File: src/rtl/wb_queue_pkg.sv
// wb_queue_pkg: shared widths, queue entry type and enable constants for the write-back queue
package wb_queue_pkg;
    localparam int DATA_W = 32;
    localparam int ADDR_W = 4;
    localparam int DEPTH_N = 8;
    localparam int PTR_W = $clog2(DEPTH_N);
    localparam int CNT_W = PTR_W + 1;
    localparam logic ENABLE = 1'b1;
    localparam logic DISABLE = 1'b0;
    localparam logic ENABLE_ = 1'b0;
    localparam logic DISABLE_ = 1'b1;
    typedef struct packed {
        logic [ADDR_W-1:0] addr;
        logic [DATA_W-1:0] data;
    } entry_t;
endpackage

File: src/rtl/wb_queue_compact.sv
// wb_queue_compact: packs valid result ports into consecutive entries, lowest (oldest) port first
module wb_queue_compact
    import wb_queue_pkg::*;
#(
    parameter int IN = 4,
    parameter int DATA = DATA_W,
    parameter int ADDR = ADDR_W,
    parameter logic ZERO_REG = DISABLE
) (
    input  logic [IN-1:0]           valid,
    input  logic [IN-1:0][ADDR-1:0] addr,
    input  logic [IN-1:0][DATA-1:0] data,
    output entry_t [IN-1:0]         ent,
    output logic [$clog2(IN+1)-1:0] num
);
    localparam int NW = $clog2(IN + 1);
    localparam int IW = IN > 1 ? $clog2(IN) : 1;
    always_comb begin
        ent = '0;
        num = '0;
        for (int i = 0; i < IN; i++)
            if (valid[i] && !(ZERO_REG == ENABLE && addr[i] == '0)) begin
                ent[num[IW-1:0]] = '{addr[i], data[i]};
                num = num + NW'(1);
            end
    end
endmodule

File: src/rtl/wb_queue.sv
// wb_queue: circular write-back queue draining up to WRITE oldest results per cycle to the register file.
// Defining WB_QUEUE_BYPASS_EN adds combinational lookup ports over the queued entries.
module wb_queue
    import wb_queue_pkg::*;
#(
    parameter int DATA = DATA_W,
    parameter int ADDR = ADDR_W,
    parameter int IN = 4,
    parameter int WRITE = 4,
    parameter int DEPTH = DEPTH_N,
`ifdef WB_QUEUE_BYPASS_EN
    parameter int READ = 4,
`endif
    parameter logic ZERO_REG = DISABLE
) (
    input  logic                       clk,
    input  logic                       reset_,
`ifdef WB_QUEUE_BYPASS_EN
    input  logic [READ-1:0][ADDR-1:0]  byp_raddr,
    output logic [READ-1:0]            byp_hit,
    output logic [READ-1:0][DATA-1:0]  byp_data,
`endif
    input  logic [IN-1:0]              in_valid,
    input  logic [IN-1:0][ADDR-1:0]    in_addr,
    input  logic [IN-1:0][DATA-1:0]    in_data,
    output logic                       in_ready,
    output logic [WRITE-1:0][ADDR-1:0] waddr,
    output logic [WRITE-1:0]           we_,
    output logic [WRITE-1:0][DATA-1:0] wdata,
    output logic [CNT_W-1:0]           count,
    output logic                       empty
);
    localparam int NW = $clog2(IN + 1);
    localparam logic [CNT_W-1:0] ROOM = CNT_W'(DEPTH - IN);
    localparam logic [CNT_W-1:0] WMAX = CNT_W'(WRITE);
    entry_t mem [DEPTH];
    entry_t [IN-1:0] ent;
    entry_t [WRITE-1:0] slot;
    logic [NW-1:0] num;
    logic [PTR_W-1:0] head, tail;
    logic [CNT_W-1:0] enq, drain;

    wb_queue_compact #(.IN(IN), .DATA(DATA), .ADDR(ADDR), .ZERO_REG(ZERO_REG)) u_compact (
        .valid(in_valid), .addr(in_addr), .data(in_data), .ent(ent), .num(num)
    );

    assign in_ready = count <= ROOM;
    assign empty = count == '0;
    assign enq = in_ready ? CNT_W'(num) : '0;
    assign drain = count < WMAX ? count : WMAX;

    always_comb begin
        for (int s = 0; s < WRITE; s++) begin
            slot[s] = mem[head + PTR_W'(s)];
            waddr[s] = slot[s].addr;
            wdata[s] = slot[s].data;
            we_[s] = CNT_W'(s) < drain ? ENABLE_ : DISABLE_;
        end
        // a younger entry to the same register in this group supersedes the older one
        for (int s = 0; s < WRITE; s++)
            for (int t = s + 1; t < WRITE; t++)
                if (CNT_W'(t) < drain && slot[t].addr == slot[s].addr) we_[s] = DISABLE_;
    end

    always_ff @(posedge clk) begin
        if (!reset_) begin
            head <= '0;
            tail <= '0;
            count <= '0;
        end else begin
            for (int j = 0; j < IN; j++)
                if (in_ready && NW'(j) < num) mem[tail + PTR_W'(j)] <= ent[j];
            tail <= tail + PTR_W'(enq);
            head <= head + PTR_W'(drain);
            count <= count + enq - drain;
        end
    end

`ifdef WB_QUEUE_BYPASS_EN
    always_comb begin
        byp_hit = '0;
        byp_data = '0;
        for (int r = 0; r < READ; r++)
            for (int k = 0; k < DEPTH; k++)
                if (CNT_W'(k) < count && mem[head + PTR_W'(k)].addr == byp_raddr[r]
                    && !(ZERO_REG == ENABLE && byp_raddr[r] == '0)) begin
                    byp_hit[r] = 1'b1;
                    byp_data[r] = mem[head + PTR_W'(k)].data;
                end
    end
`endif
endmodule

File: config.mk
export PLATFORM = sky130hd
export DESIGN_NAME = wb_queue
export DESIGN_NICKNAME = d
export VERILOG_FILES = /design/src/rtl/wb_queue_pkg.sv /design/src/rtl/wb_queue_compact.sv /design/src/rtl/wb_queue.sv
export SDC_FILE = /design/constraint.sdc
export NUM_CORES = 2
export LEC_CHECK = 0
export ABC_AREA = 1
export ABC_CLOCK_PERIOD_IN_PS = 9100
export CAP_MARGIN = 25
export CORE_ASPECT_RATIO = 0.6
export CORE_MARGIN = 8
export CORE_UTILIZATION = 40
export CTS_BUF_LIST = sky130_fd_sc_hd__clkbuf_8 sky130_fd_sc_hd__clkbuf_16
export CTS_CLUSTER_DIAMETER = 50
export DETAILED_ROUTE_END_ITERATION = 8
export PLACE_DENSITY_LB_ADDON = 0.12
export SLEW_MARGIN = 20
export SYNTH_ARGS = -nofsm -noshare
export SYNTH_HDL_FRONTEND = slang
export SYNTH_HIERARCHICAL = 1
export SYNTH_SLANG_ARGS = --single-unit
File: constraint.sdc
create_clock -name clk -period 9.1 [get_ports clk]
set_input_delay 1.82 -clock clk [delete_from_list [all_inputs] [get_ports clk]]
set_output_delay 1.82 -clock clk [all_outputs]
set_load 0.01 [all_outputs]
Word-level counts from Yosys, hierarchy flattened
Memory sizes are Yosys's and may differ from the RTL's. A register that Yosys moved wholly into a read port is not among the register bits.
Index checks and enable logic that the tools add are counted.
{"block": "word_totals", "ram_bits": 288, "ff_bits": 10, "inputBits": 150, "mem_count": 1, "output_inout_bits": 154}
{"block": "op_classes", "order_cmp": 16, "n_eq_ne": 6, "n_reduce_logical": 14, "muxes": 42, "n_addsub": 13}
{"memory": "mem", "depth": 8, "width": 36, "rd": 4, "rd_ports_with_merged_regs": 1, "write_ports": 4, "line": "wb_queue.sv:36", "source": "entry_t mem [DEPTH];"}
{"cell": "$bwmux 144", "n": 3}
{"cell": "$mux 144", "n": 3}
{"cell": "$demux 36 s2", "n": 3}
{"cell": "$mux 36", "n": 4}
{"cell": "$eq 4x4->1", "n": 6}
{"cell": "$mux 1", "n": 23}
{"cell": "$add 3x1->3 const B", "n": 5}
{"cell": "$mux 3", "n": 5}
{"cell": "$logic_and 1x1->1", "n": 13}
{"cell": "$add 3x2->3 const B", "n": 4}
{"cell": "$lt 2x3->1 const B", "n": 3}
{"cell": "$lt 1x4->1 const A", "n": 2}
{"cell": "$lt 2x4->1 const A", "n": 2}
{"cell": "$add 3x3->3", "n": 2}
{"cell": "$ge 2x1->1 const B", "n": 3}
{"cell": "$lt 1x3->1 const A", "n": 2}
{"cell": "$lt 2x3->1 const A", "n": 2}
{"cell": "$add 4x3->4", "n": 1}
{"cell": "$le 4x3->1 const B", "n": 1}
{"cell": "$logic_not 4->1", "n": 1}
{"cell": "$lt 4x3->1 const B", "n": 1}
{"cell": "$mux 4", "n": 1}
{"cell": "$sub 4x4->4", "n": 1}

Logic depth before layout (Yosys ltp)
{"block": "logic_depth", "ltp_word": 12, "depth_mapped": 23}

By module
Netlist, hierarchy kept.
{"mod": "wb_queue", "area_per_inst_um2": 25879.8, "seq_area_each_um2": 8848.5, "cells_per_inst": 3948, "n_inst": 1}
{"mod": "wb_queue_compact", "area_per_inst_um2": 4524.3, "seq_area_each_um2": 0.0, "cells_per_inst": 980, "n_inst": 1}

Worst setup path after synthesis
Ideal clock, no wire load.
{"block": "synth_path", "kind": "input to register", "from": "in in_valid[1]", "to": "mem mem[6][0] in the netlist's numbering, enable pin", "required_ps": 8654, "path_buffers": 6, "cell_stages": 15, "t_arrival_ps": 5967, "path_slack_ps": 2688, "path_cell_list": "buf_2 > buf_1 > inv_1 > ha_1 > buf_2 > nand2_2 > buf_2 > clkbuf_1 > o21ai_0 > or2_2 > nand3_2 > buf_6 > inv_4 > a21oi_1 > o221ai_1"}
{"element": "start: declaration", "line": "wb_queue.sv:23", "source": "input logic [IN-1:0] in_valid,"}
{"element": "end: declaration", "line": "wb_queue.sv:36"}

==> run metrics <==
met3 usage 3.02%; final net count 5089; hold-fix buffer count after cts 0; Sink Count 298; Total Wirelength 134 mm; FMAX 137 MHz; TritonCTS Buffers 35; Async S/R FF share, synth 0%; Ports 304; RSZ-0062 raised after global routing false; Routed Antenna Nets 0; gr busiest metal met2; dominant synthesized flop cell edfxtp_1; CP Capture Type flip-flop; post-route setup slack 1810 ps; DR iter-0 viols 3927; Worst-Margin Slew 1060 ps; DR WL/cell 22.5 um; Post-CTS Setup Inserts 0; initial core utilization 40.3%; count of final hold-check violations 0; Register-to-Register Path Depth 10; die span in x 372 um; FILL cells 7874; pre-CTS setup slack 1390 ps; post-synth top area share 28.4%; ANT cells 0; Mapped Cells 4928; port bufs 303; Core Footprint 75400 sq um; worst-path fanout max 61; gp weighted congestion 0.967; detailed-route via count 34700; htree depth 2; CTS clk-pin slew, worst paths 70 ps; Root Buffer clkbuf_16; met1 usage 36.4%; #FFs+latches synth 298; Yosys cell types 44; vias in the first global route 32400; fin crit period 7290 ps; main area contributors after synthesis edfxtp_1 28%, nand2_1 17%, o21ai_0 17%; hold crit path type flip-flop to flip-flop; Power Total 11.6 mW; fraction of layout cells with a size suffix above 1 4.27%; Max transition margin 29.5%; Area Growth Syn to Fin 13.6%; Cell Rows 78; gr usage total 30.2%; ratio of final minimum period to clock period 80.1%; number of synthesized flops with an enable pin 288; post-DP HPWL 97.7 mm; pwr dens 337 nW/um^2; Post-CTS Resized 0; CTS tree built; grt total ovfl 0; DR DRC count 0; area leader, netlist edfxtp_1; Critical Path Start Type primary input; die height 230 um; Crit Path Category primary input to flip-flop; Seq/Total Area, Yosys 29.1%; worst vdd rail ir drop 0.000351 V; CTS max path bufs 3; Ys Warns 6; pin count of the biggest net entering global routing 276; Finish-stage setup viols 0; M2 GR Usage 51.0%; Leak 13.4 nW; Net Count, Synth 5097; DIE AREA 85400 sq um; fin. max-slew vios 0; TritonRoute pass-1 iters 7; number of antenna violations at the first check in global routing 0; post-route setup TNS 0 ps; Netlist Area Pre-Place 30400 sq um; Critical Path RT 9270 ps; global-route wire length before repair 201 mm; clk_lat worst skew 570 ps; Worst Skew 28.5 ps; max cap viols 0; CP Data Arrival Time 7460 ps; status completed; via-per-instance ratio 5.83; Worst Hold Depth 3; Syn Area/Cell 6.17 sq um; WHS 721 ps
[worst paths after layout]
| path | start | end | slack, ps |
|---|---|---|---|
| setup / recovery | in_valid[1] | mem[3][17] | 1810 |
| hold / removal | count[0] | count[0] | 720 |
| setup reg to reg | tail[0] | mem[3][17] | 4890 |
| hold reg to reg | count[0] | count[0] | 720 |
[synthesized netlist by cell type (2+ instances only)]
master and count:
o22a_1 64, a221o_1 12, buf_2 149, buf_4 7
buf_8 6, o21ai_1 97, nand4_1 154, nand3_2 2
nor2_4 15, o211ai_1 48, o22ai_1 47, nand2_8 2
inv_1 453, nand2_4 3, a21oi_1 251, dfxtp_1 10
nor2_1 353, clkinv_1 4, nand3_4 3, a211o_1 6
inv_2 14, ha_1 16, xnor2_1 6, edfxtp_1 288
or2_2 14, nand2_1 1373, fa_1 3, nor3_1 39
nor2_2 6, clkbuf_2 4, clkbuf_1 218, buf_6 12
xor2_1 8, mux2i_1 24, nand2_2 4, nand3_1 176
buf_1 21, inv_4 2, o21ai_0 1009
[cell usage in the layout (no fill, tap or decap), types with 4 or more instances in the layout]
master	n
inv_1	455
o21ai_0	1009
buf_2	4
dfxtp_1	9
nand3_1	172
nor2_2	7
mux2i_1	24
ha_1	15
edfxtp_1	288
a21oi_1	251
clkinv_1	6
nor2_1	347
o22a_1	64
a211o_1	6
clkbuf_16	37
or2_2	14
clkdlybuf4s50_1	301
o22ai_1	47
nand2_1	1371
a221o_1	12
xnor2_1	5
nand4_1	154
o211ai_1	48
nand3_2	6
inv_2	17
nor2_4	20
o21ai_1	97
clkinv_2	6
nor3_1	39
buf_4	64
nand2_2	6
xor2_1	7
[kinds of logic (layout without fill, tap and decap cells)]
family	Yosys count	after routing	share of synthesized area (%)
AND/OR/NAND/NOR	2145	2145	29.6
AO/OA/AOI/OAI	1538	1538	27.0
buffers and inverters	890	906	12.2
flip-flops	298	298	29.1
multiplexers	24	24	0.790
adder cells (fa/ha/maj)	19	19	0.856
XOR/XNOR	14	14	0.403
[layout make-up]
class | instances | area (sq um) | area share (%)
Timing Repair Buffer | 372 | 3580 | 10.4
Inverter | 473 | 1780 | 5.16
Multi-Input combinational cell | 3740 | 17900 | 52.0
Clock buffer | 37 | 926 | 2.68
Sequential cell | 298 | 8850 | 25.6
Tap cell | 1000 | 1250 | 3.62
Clock inverter | 24 | 198 | 0.572
[state kept, by name (all words and copies together), names as in the netlist]
register	cells
mem	288
count	4
head	3
tail	3
[where the power goes]
| part | switching (mW) | internal (mW) |
|---|---|---|
| Clock | 0.640 | 0.803 |
| Sequential | 0.308 | 2.08 |
| Combinational | 4.81 | 2.99 |
| Total | 5.76 | 5.88 |
[worst max-delay path: stages]
cell and delay [ps]:
clkdlybuf4s50_1 460, buf_4 370, inv_1 130, ha_1 720
inv_1 160, nand2_4 110, nand2_4 50, inv_2 290
nand3_4 430, nand3_1 220, or2_2 140, nand3_2 410
nor2_4 230, buf_4 570, inv_1 430, o211ai_1 200
buf_4 610
[layer usage]
metal	vias to the layer above	wire length [um]
li1	16600	-
met2	1833	62500
met3	411	9950
met4	0	10600
met1	15800	50900
met5	-	0
[stage by stage]
stage / area, sq um / cells / utilization [%]
5_1_grt: 34500 / 5944 / 45.8
6_report: 34500 / 5944 / 45.8
3_3_place_gp: 33400 / 5879 / 44.2
3_5_place_dp: 33400 / 5881 / 44.2
4_1_cts: 34500 / 5942 / 45.7
2_1_floorplan: 30400 / 4928 / -
Power figures use the tool's default switching activity.
